--- config.mk ---
export PLATFORM = sky130hd
export DESIGN_NAME = eq_gain_loader
export DESIGN_NICKNAME = d
export VERILOG_FILES = /design/src/rtl/eq_pkg.sv /design/src/rtl/eq_gain_stage.sv /design/src/rtl/eq_gain_loader.sv
export SDC_FILE = /design/constraint.sdc
export NUM_CORES = 1
export LEC_CHECK = 0
export ABC_AREA = 1
export CAP_MARGIN = 20
export CORE_AREA = 3 3 98 100
export DETAILED_ROUTE_END_ITERATION = 7
export DIE_AREA = 0 0 101 103
export PLACE_DENSITY = 0.82
export SYNTH_ARGS = -nofsm -noshare
export SYNTH_HDL_FRONTEND = slang
export SYNTH_SLANG_ARGS = --single-unit
--- constraint.sdc ---
create_clock -name clk -period 2.35 [get_ports clk]
set_input_delay 0.47 -clock clk [delete_from_list [all_inputs] [get_ports clk]]
set_output_delay 0.47 -clock clk [all_outputs]
set_load 0.02 [all_outputs]
--- src/rtl/eq_pkg.sv ---
// Shared types and sizing helpers for the EQ gain loader slice.
package eq_pkg;

  localparam int GAIN_W    = 16;
  localparam int MAX_GAINS = 16;

  typedef enum logic [2:0] {
    ST_IDLE,
    ST_ARMED,
    ST_PTR_RST,
    ST_PTR_CHK,
    ST_WRITE,
    ST_GAP,
    ST_DONE
  } eq_state_e;

  // Byte pointer spans 0..2*num_gains inclusive, so it needs one extra code.
  function automatic int ptr_width(input int num_gains);
    return $clog2(2 * num_gains + 1);
  endfunction

  function automatic int idx_width(input int num_gains);
    return (num_gains > 1) ? $clog2(num_gains) : 1;
  endfunction

endpackage

--- src/rtl/eq_gain_stage.sv ---
// CPU-side staging bank: assembles LSB/MSB byte pairs into 16-bit gains and
// owns the sticky load_err flag.
module eq_gain_stage
  import eq_pkg::*;
#(
  parameter int NUM_GAINS = 4,
  localparam int PTR_W = ptr_width(NUM_GAINS),
  localparam int IDX_W = idx_width(NUM_GAINS)
) (
  input  logic              clk,
  input  logic              reset_n,
  input  logic              load_start,
  input  logic              byte_wr,
  input  logic [7:0]        byte_data,
  input  logic              busy,
  input  logic              err_set,
  input  logic [IDX_W-1:0]  rd_idx,
  output logic [GAIN_W-1:0] rd_gain,
  output logic              full,
  output logic              load_err
);

  localparam logic [PTR_W-1:0] PTR_FULL = PTR_W'(2 * NUM_GAINS);

  logic [PTR_W-1:0]  ptr;
  logic [PTR_W-2:0]  wr_gain;
  logic              accept;
  logic [GAIN_W-1:0] bank [NUM_GAINS];

  assign wr_gain = ptr[PTR_W-1:1];
  assign full    = (ptr == PTR_FULL);
  // Start beats a same-cycle byte; everything is frozen while a commit runs.
  assign accept  = byte_wr && !busy && !load_start && !full;

  always_ff @(posedge clk or negedge reset_n) begin
    // NOTE: state registers use non-blocking assignments so every flop samples pre-edge values.
    if (!reset_n) begin
      ptr      <= '0;
      load_err <= 1'b0;
    end else begin
      if (load_start && !busy) begin
        ptr      <= '0;
        load_err <= 1'b0;
      end else if (byte_wr && (busy || full)) begin
        load_err <= 1'b1;
      end else if (accept) begin
        ptr <= ptr + PTR_W'(1);
      end
      if (err_set) load_err <= 1'b1;
    end
  end

  always_ff @(posedge clk or negedge reset_n) begin
    // NOTE: the bank is reset on purpose (it must read back as zero), so it stays in flops, not RAM.
    if (!reset_n) begin
      for (int i = 0; i < NUM_GAINS; i++) bank[i] <= '0;
    end else if (accept) begin
      for (int i = 0; i < NUM_GAINS; i++) begin
        if (wr_gain == (PTR_W-1)'(i)) begin
          if (ptr[0]) bank[i][GAIN_W-1:8] <= byte_data;
          else        bank[i][7:0]        <= byte_data;
        end
      end
    end
  end

  always_comb begin
    // NOTE: every always_comb output gets a default first so no latch is inferred.
    rd_gain = '0;
    for (int i = 0; i < NUM_GAINS; i++) begin
      if (rd_idx == IDX_W'(i)) rd_gain = bank[i];
    end
  end

endmodule

--- src/rtl/eq_gain_loader.sv ---
// Transfers a staged gain bank into the EQ gain RAM between EQ passes,
// pacing writes two cycles apart to match the RAM pointer advance.
module eq_gain_loader
  import eq_pkg::*;
#(
  parameter int NUM_GAINS = 4
) (
  input  logic       clk,
  input  logic       reset_n,
  input  logic       cpu_load_start,
  input  logic       cpu_byte_wr,
  input  logic [7:0] cpu_byte,
  input  logic       cpu_commit,
  input  logic       eq_run,
  input  logic       eq_data_valid,
  input  logic       wr_addr_zero,
  output logic       eq_wr,
  output logic       eq_wr_rst,
  output logic [7:0] eq_gain_lsb,
  output logic [7:0] eq_gain_msb,
  output logic       busy,
  output logic       commit_done,
  output logic       load_err
);

  localparam int IDX_W = idx_width(NUM_GAINS);

  eq_state_e         state, state_next;
  logic [IDX_W-1:0]  gain_idx;
  logic [GAIN_W-1:0] rd_gain;
  logic              full;
  logic              err_set;
  logic              last_gain;

  assign busy      = (state != ST_IDLE);
  assign last_gain = (gain_idx == IDX_W'(NUM_GAINS - 1));

  eq_gain_stage #(.NUM_GAINS(NUM_GAINS)) u_stage (
    .clk        (clk),
    .reset_n    (reset_n),
    .load_start (cpu_load_start),
    .byte_wr    (cpu_byte_wr),
    .byte_data  (cpu_byte),
    .busy       (busy),
    .err_set    (err_set),
    .rd_idx     (gain_idx),
    .rd_gain    (rd_gain),
    .full       (full),
    .load_err   (load_err)
  );

  always_comb begin
    state_next = state;
    err_set    = 1'b0;
    unique case (state)
      ST_IDLE: begin
        if (cpu_commit) begin
          if (full) state_next = ST_ARMED;
          else      err_set    = 1'b1;
        end
      end
      ST_ARMED:   if (!eq_run || eq_data_valid) state_next = ST_PTR_RST;
      ST_PTR_RST: state_next = ST_PTR_CHK;
      ST_PTR_CHK: begin
        if (wr_addr_zero) begin
          state_next = ST_WRITE;
        end else begin
          state_next = ST_IDLE;
          err_set    = 1'b1;
        end
      end
      ST_WRITE:   state_next = ST_GAP;
      ST_GAP:     state_next = last_gain ? ST_DONE : ST_WRITE;
      ST_DONE:    state_next = ST_IDLE;
      default:    state_next = ST_IDLE;
    endcase
  end

  // Strobes are registered decodes of the current state, so each one trails
  // its state by a cycle; the data lanes load in step with eq_wr.
  always_ff @(posedge clk or negedge reset_n) begin
    if (!reset_n) begin
      state       <= ST_IDLE;
      gain_idx    <= '0;
      eq_wr       <= 1'b0;
      eq_wr_rst   <= 1'b0;
      commit_done <= 1'b0;
      eq_gain_lsb <= '0;
      eq_gain_msb <= '0;
    end else begin
      state       <= state_next;
      eq_wr       <= (state == ST_WRITE);
      eq_wr_rst   <= (state == ST_PTR_RST);
      commit_done <= (state == ST_DONE);
      if (state == ST_PTR_CHK)  gain_idx <= '0;
      else if (state == ST_GAP) gain_idx <= gain_idx + IDX_W'(1);
      if (state == ST_WRITE) begin
        eq_gain_lsb <= rd_gain[7:0];
        eq_gain_msb <= rd_gain[GAIN_W-1:8];
      end
    end
  end

endmodule

==> summary.txt, run 1 <==
Detailed routing
  – Vias/cell: ~5.7
  – Final ANT Viol Nets: 0
  – DR iter-0 viols: 479
  – Drt first pass iters: 5
  – Via count: 3,743
  – Residual DRC: 0
  – Drt wl/cell: 16.4 um
  – Final wirelength: 10,700 um

Floorplanning
  – Total core area: about 8800 um2
  – Die Span Y: between 100 and 150 um
  – Initial Util: 50.3%
  – I/O pin cnt: 37
  – Die area: ~10,000 um2
  – Die Wd: just over 100 um
  – Floorplan row count: 34

Critical path
  – Buf/Inv on CP: 3
  – Critical Path Source: state[0]
  – Critical Path Slowest Stage Cell: clkdlybuf4s50_1
  – Critical path's top delay family: buffers and inverters
  – FF-to-FF Start: gain_idx[0]
  – CP Launch Type: flop
  – CP Cell Sequence: inv_1 > nand2_1 > nor2_2 > inv_1 > clkdlybuf4s50_1
  – CP arrival: approximately 1.8 ns
  – R2R setup slack: 0.20 ns
  – Crit path depth: 5
  – WS Path Type: reg2out
  – R2R depth: 5
  – CP endpoint kind: output port
  – Worst stage delay on the critical path: 0.54 ns
  – Req. time, crit path: 1.88 ns
  – Critical Path Fanout Max: 5
  – Most frequent CP cell: inv_1
  – Critical Path Sink: busy
  – Reg-to-reg critical path endpoint: eq_gain_msb[0]

Worst hold path
  – Worst hold path class: in2async

STA
  – Hold slack final: 0.0855 ns
  – Min cycle time layout: around 2.2 ns
  – Worst slew pin tran: 0.718 ns
  – Final hold vios: 0
  – Pins over their slew limit: 0
  – Fmax: about 450 MHz
  – Skew final: 0.0131 ns
  – Final setup vio count: 0
  – Slew Limit Headroom: 51.7%
  – Fin crit share: between 90% and 100%

Synth
  – EDFF count, synth: 0
  – Xor and xnor area share after synthesis: less than 1%
  – Post-synthesis adder-cell area fraction: around 1.7%
  – Seq/Total Area, Yosys: a little over half
  – Main combinational cell family by area after synthesis: simple AND/OR/NAND/NOR gates
  – Most common cell in the netlist: nand2_1
  – Cell area after synthesis: 4410 um2
  – Synth warnings: 0
  – Ys async rst share: 100%
  – Syn_nets: 530
  – Cells after Synth: 508
  – Post-synthesis mux area share: 0%
  – Yosys reg bits: 93
  – Most frequently used flop master after synthesis: dfrtp_1
  – Synth top area cells: dfrtp_1 (53%), nand2_1 (14%), a21oi_1 (5.7%), nand4_1 (4.5%), nand3_1 (3.1%)
  – Top-area cell type share of the netlist area: 52.8%
  – Synth Area in Simple Gates: between 20 and 30%
  – Synth Area in Compound Gates: a little under an eighth
  – Yosys cell types: 29
  – Dominant cell type by area after synthesis: dfrtp_1
  – Synth top cells by count: nand2_1 (163), dfrtp_1 (93), a21oi_1 (50)
  – Syn Area/Cell: 8.68 um2

Clock tree
  – CTS tree: yes
  – CTS Sinks: 93
  – Worst-path clk slew: 0.10 ns
  – Clk root buf: clkbuf_8
  – H-tree depth: 3
  – Postcts setup bufs: 0
  – Max Buffers Root-to-Sink: 2
  – Clk_lat worst skew: 0.38 ns
  – CTS Buf Count: 9

Global routing
  – Initial antenna violation count: 0
  – Largest net degree at the start of global routing: 46
  – Vias in the first global route: 3,624
  – Total GRT Usage: ~22%
  – First-pass GRT wire length: 17,900 um
  – Gr ovfl total: 0

Placement
  – Port Buffers: 36
  – Final Wtd Congestion: 0.882
  – Hpwl dp: 7190 um

Cells and area
  – Final Util: 58.0%
  – Layout cells sized above 1: 10.3%
  – Number of diodes: 0
  – # nets final: 562
  – Area Overhead vs Synth: 15.4%

Run
  – Max-cap violations: 0

Power and ir drop
  – Leakage: 0.00261 uW
  – Worst IR Drop VDD: between 0.3 and 0.4 mV
  – P per Cell Area: 707 nW/um2

Outcome
  – Status: complete, no violations
sequential cells by signal (all words and copies together) (netlist names):
register          flops
commit_done           1
u_stage.ptr           4
gain_idx              2
state                 3
u_stage.bank         64
eq_gain_lsb           8
eq_wr                 1
u_stage.load_err      1
eq_wr_rst             1
eq_gain_msb           8
kinds of logic (layout without fill, tap and decap cells):
family / Yosys count / in the layout
AO/OA/AOI/OAI: 87 / 87
XOR/XNOR: 2 / 2
adder cells (fa/ha/maj): 6 / 6
buffers and inverters: 52 / 89
flip-flops: 93 / 93
AND/OR/NAND/NOR: 268 / 268
metrics by stage:
| step | power, uW | setup slack (ns) | instances | instance area, um2 | TNS, ns |
|---|---|---|---|---|---|
| 2_1_floorplan | 2190 | 0.729 | 508 | 4410 | 0 |
| 3_3_place_gp | 2360 | 0.267 | 637 | 4850 | 0 |
| 3_5_place_dp | 2390 | 0.212 | 637 | 4850 | 0 |
| 4_1_cts | 3590 | 0.0306 | 653 | 5080 | 0 |
| 5_1_grt | 3750 | -0.0221 | 653 | 5090 | -0.0221 |
| 6_report | 3600 | 0.106 | 653 | 5090 | 0 |
how the worst min path moves through the flow:
stage                     depth (start not counted)               end  slack, ns             start
final                                             1          state[0]       0.09           reset_n
after global routing                              1          state[0]       0.13           reset_n
after CTS                                         1  u_stage.load_err       0.12           reset_n
after detailed placement                          2  u_stage.bank[43]       0.46  u_stage.bank[43]
after global placement                            2  u_stage.bank[24]       0.45  u_stage.bank[24]
after floorplan                                   0       commit_done       0.17           reset_n
routing by layer:
layer | wire length (um) | share of wire [%] | vias to the layer above | global-route usage [%]
li1 | - | - | 1772 | -
met1 | 4560 | 43 | 1794 | 29.0
met2 | 5110 | 48 | 145 | 35.4
met3 | 759 | 7.1 | 32 | 4.80
met4 | 301 | 2.8 | 0 | 8.90
met5 | 0 | 0 | - | 0
area by class of cell:
| cell class | instances | area, um2 |
|---|---|---|
| Fill cell | 748 | 3680 |
| Inverter | 25 | 93.8 |
| Sequential cell | 93 | 2330 |
| Multi-Input combinational cell | 363 | 1840 |
| Tap cell | 108 | 135 |
| Clock inverter | 7 | 105 |
| Clock buffer | 9 | 124 |
| Timing Repair Buffer | 48 | 460 |
what timing repair did:
item / 4_1_cts / 5_1_grt
gates resized for setup: 0 / 1
endpoints found under the setup margin: 0 / 1
hold buffers: 0 / 0
report_power, final:
group | leakage, uW | switching, uW | internal [uW]
Combinational | 0.00123 | 359 | 197
Clock | 0.000112 | 612 | 616
Sequential | 0.00127 | 85.4 | 1730
Total | 0.00261 | 1060 | 2540
layout by cell type (no fill, tap or decap), types with 5 or more instances in the layout:
cell type,n
nand3_1,27
nor2_1,27
nand3_2,5
clkbuf_8,9
o211ai_1,16
dfrtp_1,93
ha_1,6
nand4_1,32
o21ai_0,11
nand2_1,163
clkdlybuf4s50_1,35
inv_1,20
o21ai_2,8
buf_4,12
a21oi_1,50
(Power assumes the default switching activity.)
==> run 2, diff against run 1 <==
- ABC_CLOCK_PERIOD_IN_PS: default -> 2350
- CORE_AREA: 3 3 98 100 -> 2 2 97 99
- DIE_AREA: 0 0 101 103 -> 0 0 99 101
==> summary.txt, run 2 (synthesis gave the netlist of run 1 again) <==
Floorplanning
  – Total core area: 8980 um2 (+2.4%)
  – Floorplan row count: 35 (+2.9%)
  – Die area: 10000 um2 (-3.9%)
  – Die Span Y: 101 um (-1.9%)
  – Die Wd: 99 um (-2.0%)
  – I/O pin cnt: 37 (unchanged)
  – Initial Util: 49.1% (-1.2 points)

Cells and area
  – Number of diodes: 0 (unchanged)
  – Most frequent cells in the layout: nand2_1 (163), dfrtp_1 (93), a21oi_1 (50)
  – Commonest non-fill, non-tap cell in the layout: nand2_1
  – Final Cell Area: 5100 um2 (+0.25%)
  – Area Overhead vs Synth: 15.6%
  – Layout cells sized above 1: 10.3% (-0.019 points)
  – # nets final: 563 (+0.18%)
  – Reg with most FFs: u_stage.bank
  – Top flop regs: u_stage.bank (64), eq_gain_lsb (8), eq_gain_msb (8)
  – Fillers: 762 (+1.9%)
  – Max reg flops: 64 (unchanged)

Detailed routing
  – Via count: 3,734 (-0.24%)
  – Vias/cell: 5.68 (-0.85%)
  – Residual DRC: 0 (unchanged)
  – Final ANT Viol Nets: 0 (unchanged)
  – Final wirelength: 10,300 um (-4.2%)
  – Drt wl/cell: 15.7 um (-4.8%)
  – DR iter-0 viols: 298 (-38%)
  – Drt first pass iters: 5 (unchanged)

Clock tree
  – Worst-path clk slew: 0.09 ns (about the same)
  – CTS tree: yes
  – Postcts setup bufs: 0 (unchanged)
  – CTS Buf Count: 9 (unchanged)
  – Max Buffers Root-to-Sink: 2 (unchanged)
  – CTS Sinks: 93 (unchanged)
  – H-tree depth: 3 (unchanged)
  – Cts-stage hold buffer count: 0 (unchanged)
  – Clk root buf: clkbuf_8
  – Clk_lat worst skew: 0.37 ns (about the same)
  – CTS resizes: 0 (unchanged)

STA
  – Fin crit share: 96.4% (+0.94 points)
  – Pins over their slew limit: 0 (unchanged)
  – Worst slew pin tran: 0.735 ns (+0.0172 ns)
  – Fmax: 441 MHz (-0.97%)
  – Slew Limit Headroom: 50.6% (-1.2 points)
  – Final hold vios: 0 (unchanged)
  – Hold slack final: 0.117 ns (+0.0310 ns)
  – Min cycle time layout: 2.27 ns (+0.0220 ns)
  – RSZ-0062 raised after global routing: false
  – Final setup vio count: 0 (unchanged)
  – Skew final: 0.00999 ns (-0.00311 ns)
  – Final TNS setup: 0 ns (unchanged)

Global routing
  – Vias in the first global route: 3,492 (-3.6%)
  – First-pass GRT wire length: 17,200 um (-3.6%)
  – Total GRT Usage: 21.8% (-0.14 points)
  – Gr ovfl total: 0 (unchanged)
  – Largest net degree at the start of global routing: 49 (+6.5%)
  – Initial antenna violation count: 0 (unchanged)

Critical path
  – CP endpoint kind: output port
  – CP Cell Sequence: inv_1 > nand2_1 > nor2_1 > inv_1 > clkdlybuf4s50_1
  – CP arrival: 1.80 ns (+0.03 ns)
  – Critical Path Fanout Max: 5 (unchanged)
  – Critical Path Slowest Stage Cell: clkdlybuf4s50_1
  – CP Launch Type: flop
  – Req. time, crit path: 1.88 ns (about the same)
  – Most frequent CP cell: inv_1
  – WS Path Type: reg2out
  – R2R setup slack: 0.20 ns (about the same)
  – Worst stage delay on the critical path: 0.54 ns (about the same)

Power and ir drop
  – Worst IR Drop VDD: 0.311 mV (-13%)
  – P per Cell Area: 686 nW/um2 (-3.0%)
  – Leakage: 0.00262 uW (+0.27%)

Worst hold path
  – Worst hold path class: in2async

Placement
  – Hpwl dp: 7010 um (-2.5%)
  – Port Buffers: 36 (unchanged)
  – Post-DP Area: 4890 um2 (+0.75%)
  – Final Wtd Congestion: 0.861 (-2.3%)

Run
  – Max-cap violations: 0 (unchanged)

Outcome
  – Status: complete, no violations
## run 2: layer usage
metal	part of all wire [%]	GRT usage, %
met2	46	34.0
met5	0	0
met4	2.8	9.17
met3	6.4	4.44
met1	44	29.9
## run 2: path summary, 6_finish.rpt
kind,start,to,depth (start not counted)
worst max-delay path,state[0],busy,5
max in group asynchronous,reset_n,u_stage.bank[42],2
min in group clk,u_stage.bank[11],u_stage.bank[11],2
worst min register to register,u_stage.bank[11],u_stage.bank[11],2
worst max register to register,gain_idx[0],eq_gain_lsb[3],5
worst min-delay path,reset_n,commit_done,1
## run 2: worst max-delay path, delay by kind of cell (launching register included)
kind                   cells  cell delay [ns]
buffers and inverters      3             0.74
DFF                        1             0.43
and+or+nand+nor            2             0.27
## run 2: report_power, final
group	internal, uW	switching, uW	leakage [uW]
registers	1730	90.5	0.00127
clock network	530	581	0.000107
logic	206	359	0.00124
## run 2: metrics by stage
step                      instances  util (%)  power, uW  setup slack [ns]
after floorplan                 508         -       2190             0.729
after global placement          641      54.5       2380             0.262
after detailed placement        641      54.5       2400             0.212
after CTS                       657      56.8       3500            0.0707
after global routing            657      56.8       3660           0.00479
final                           657      56.8       3500            0.0838
## run 2: area by class of cell
cell class | count | area (um2) | area share, %
Inverter | 25 | 93.8 | 1.84
Tap cell | 111 | 139 | 2.72
Timing Repair Buffer | 49 | 493 | 9.67
Sequential cell | 93 | 2330 | 45.6
Clock inverter | 6 | 70.1 | 1.37
Clock buffer | 10 | 138 | 2.70
Multi-Input combinational cell | 363 | 1840 | 36.0
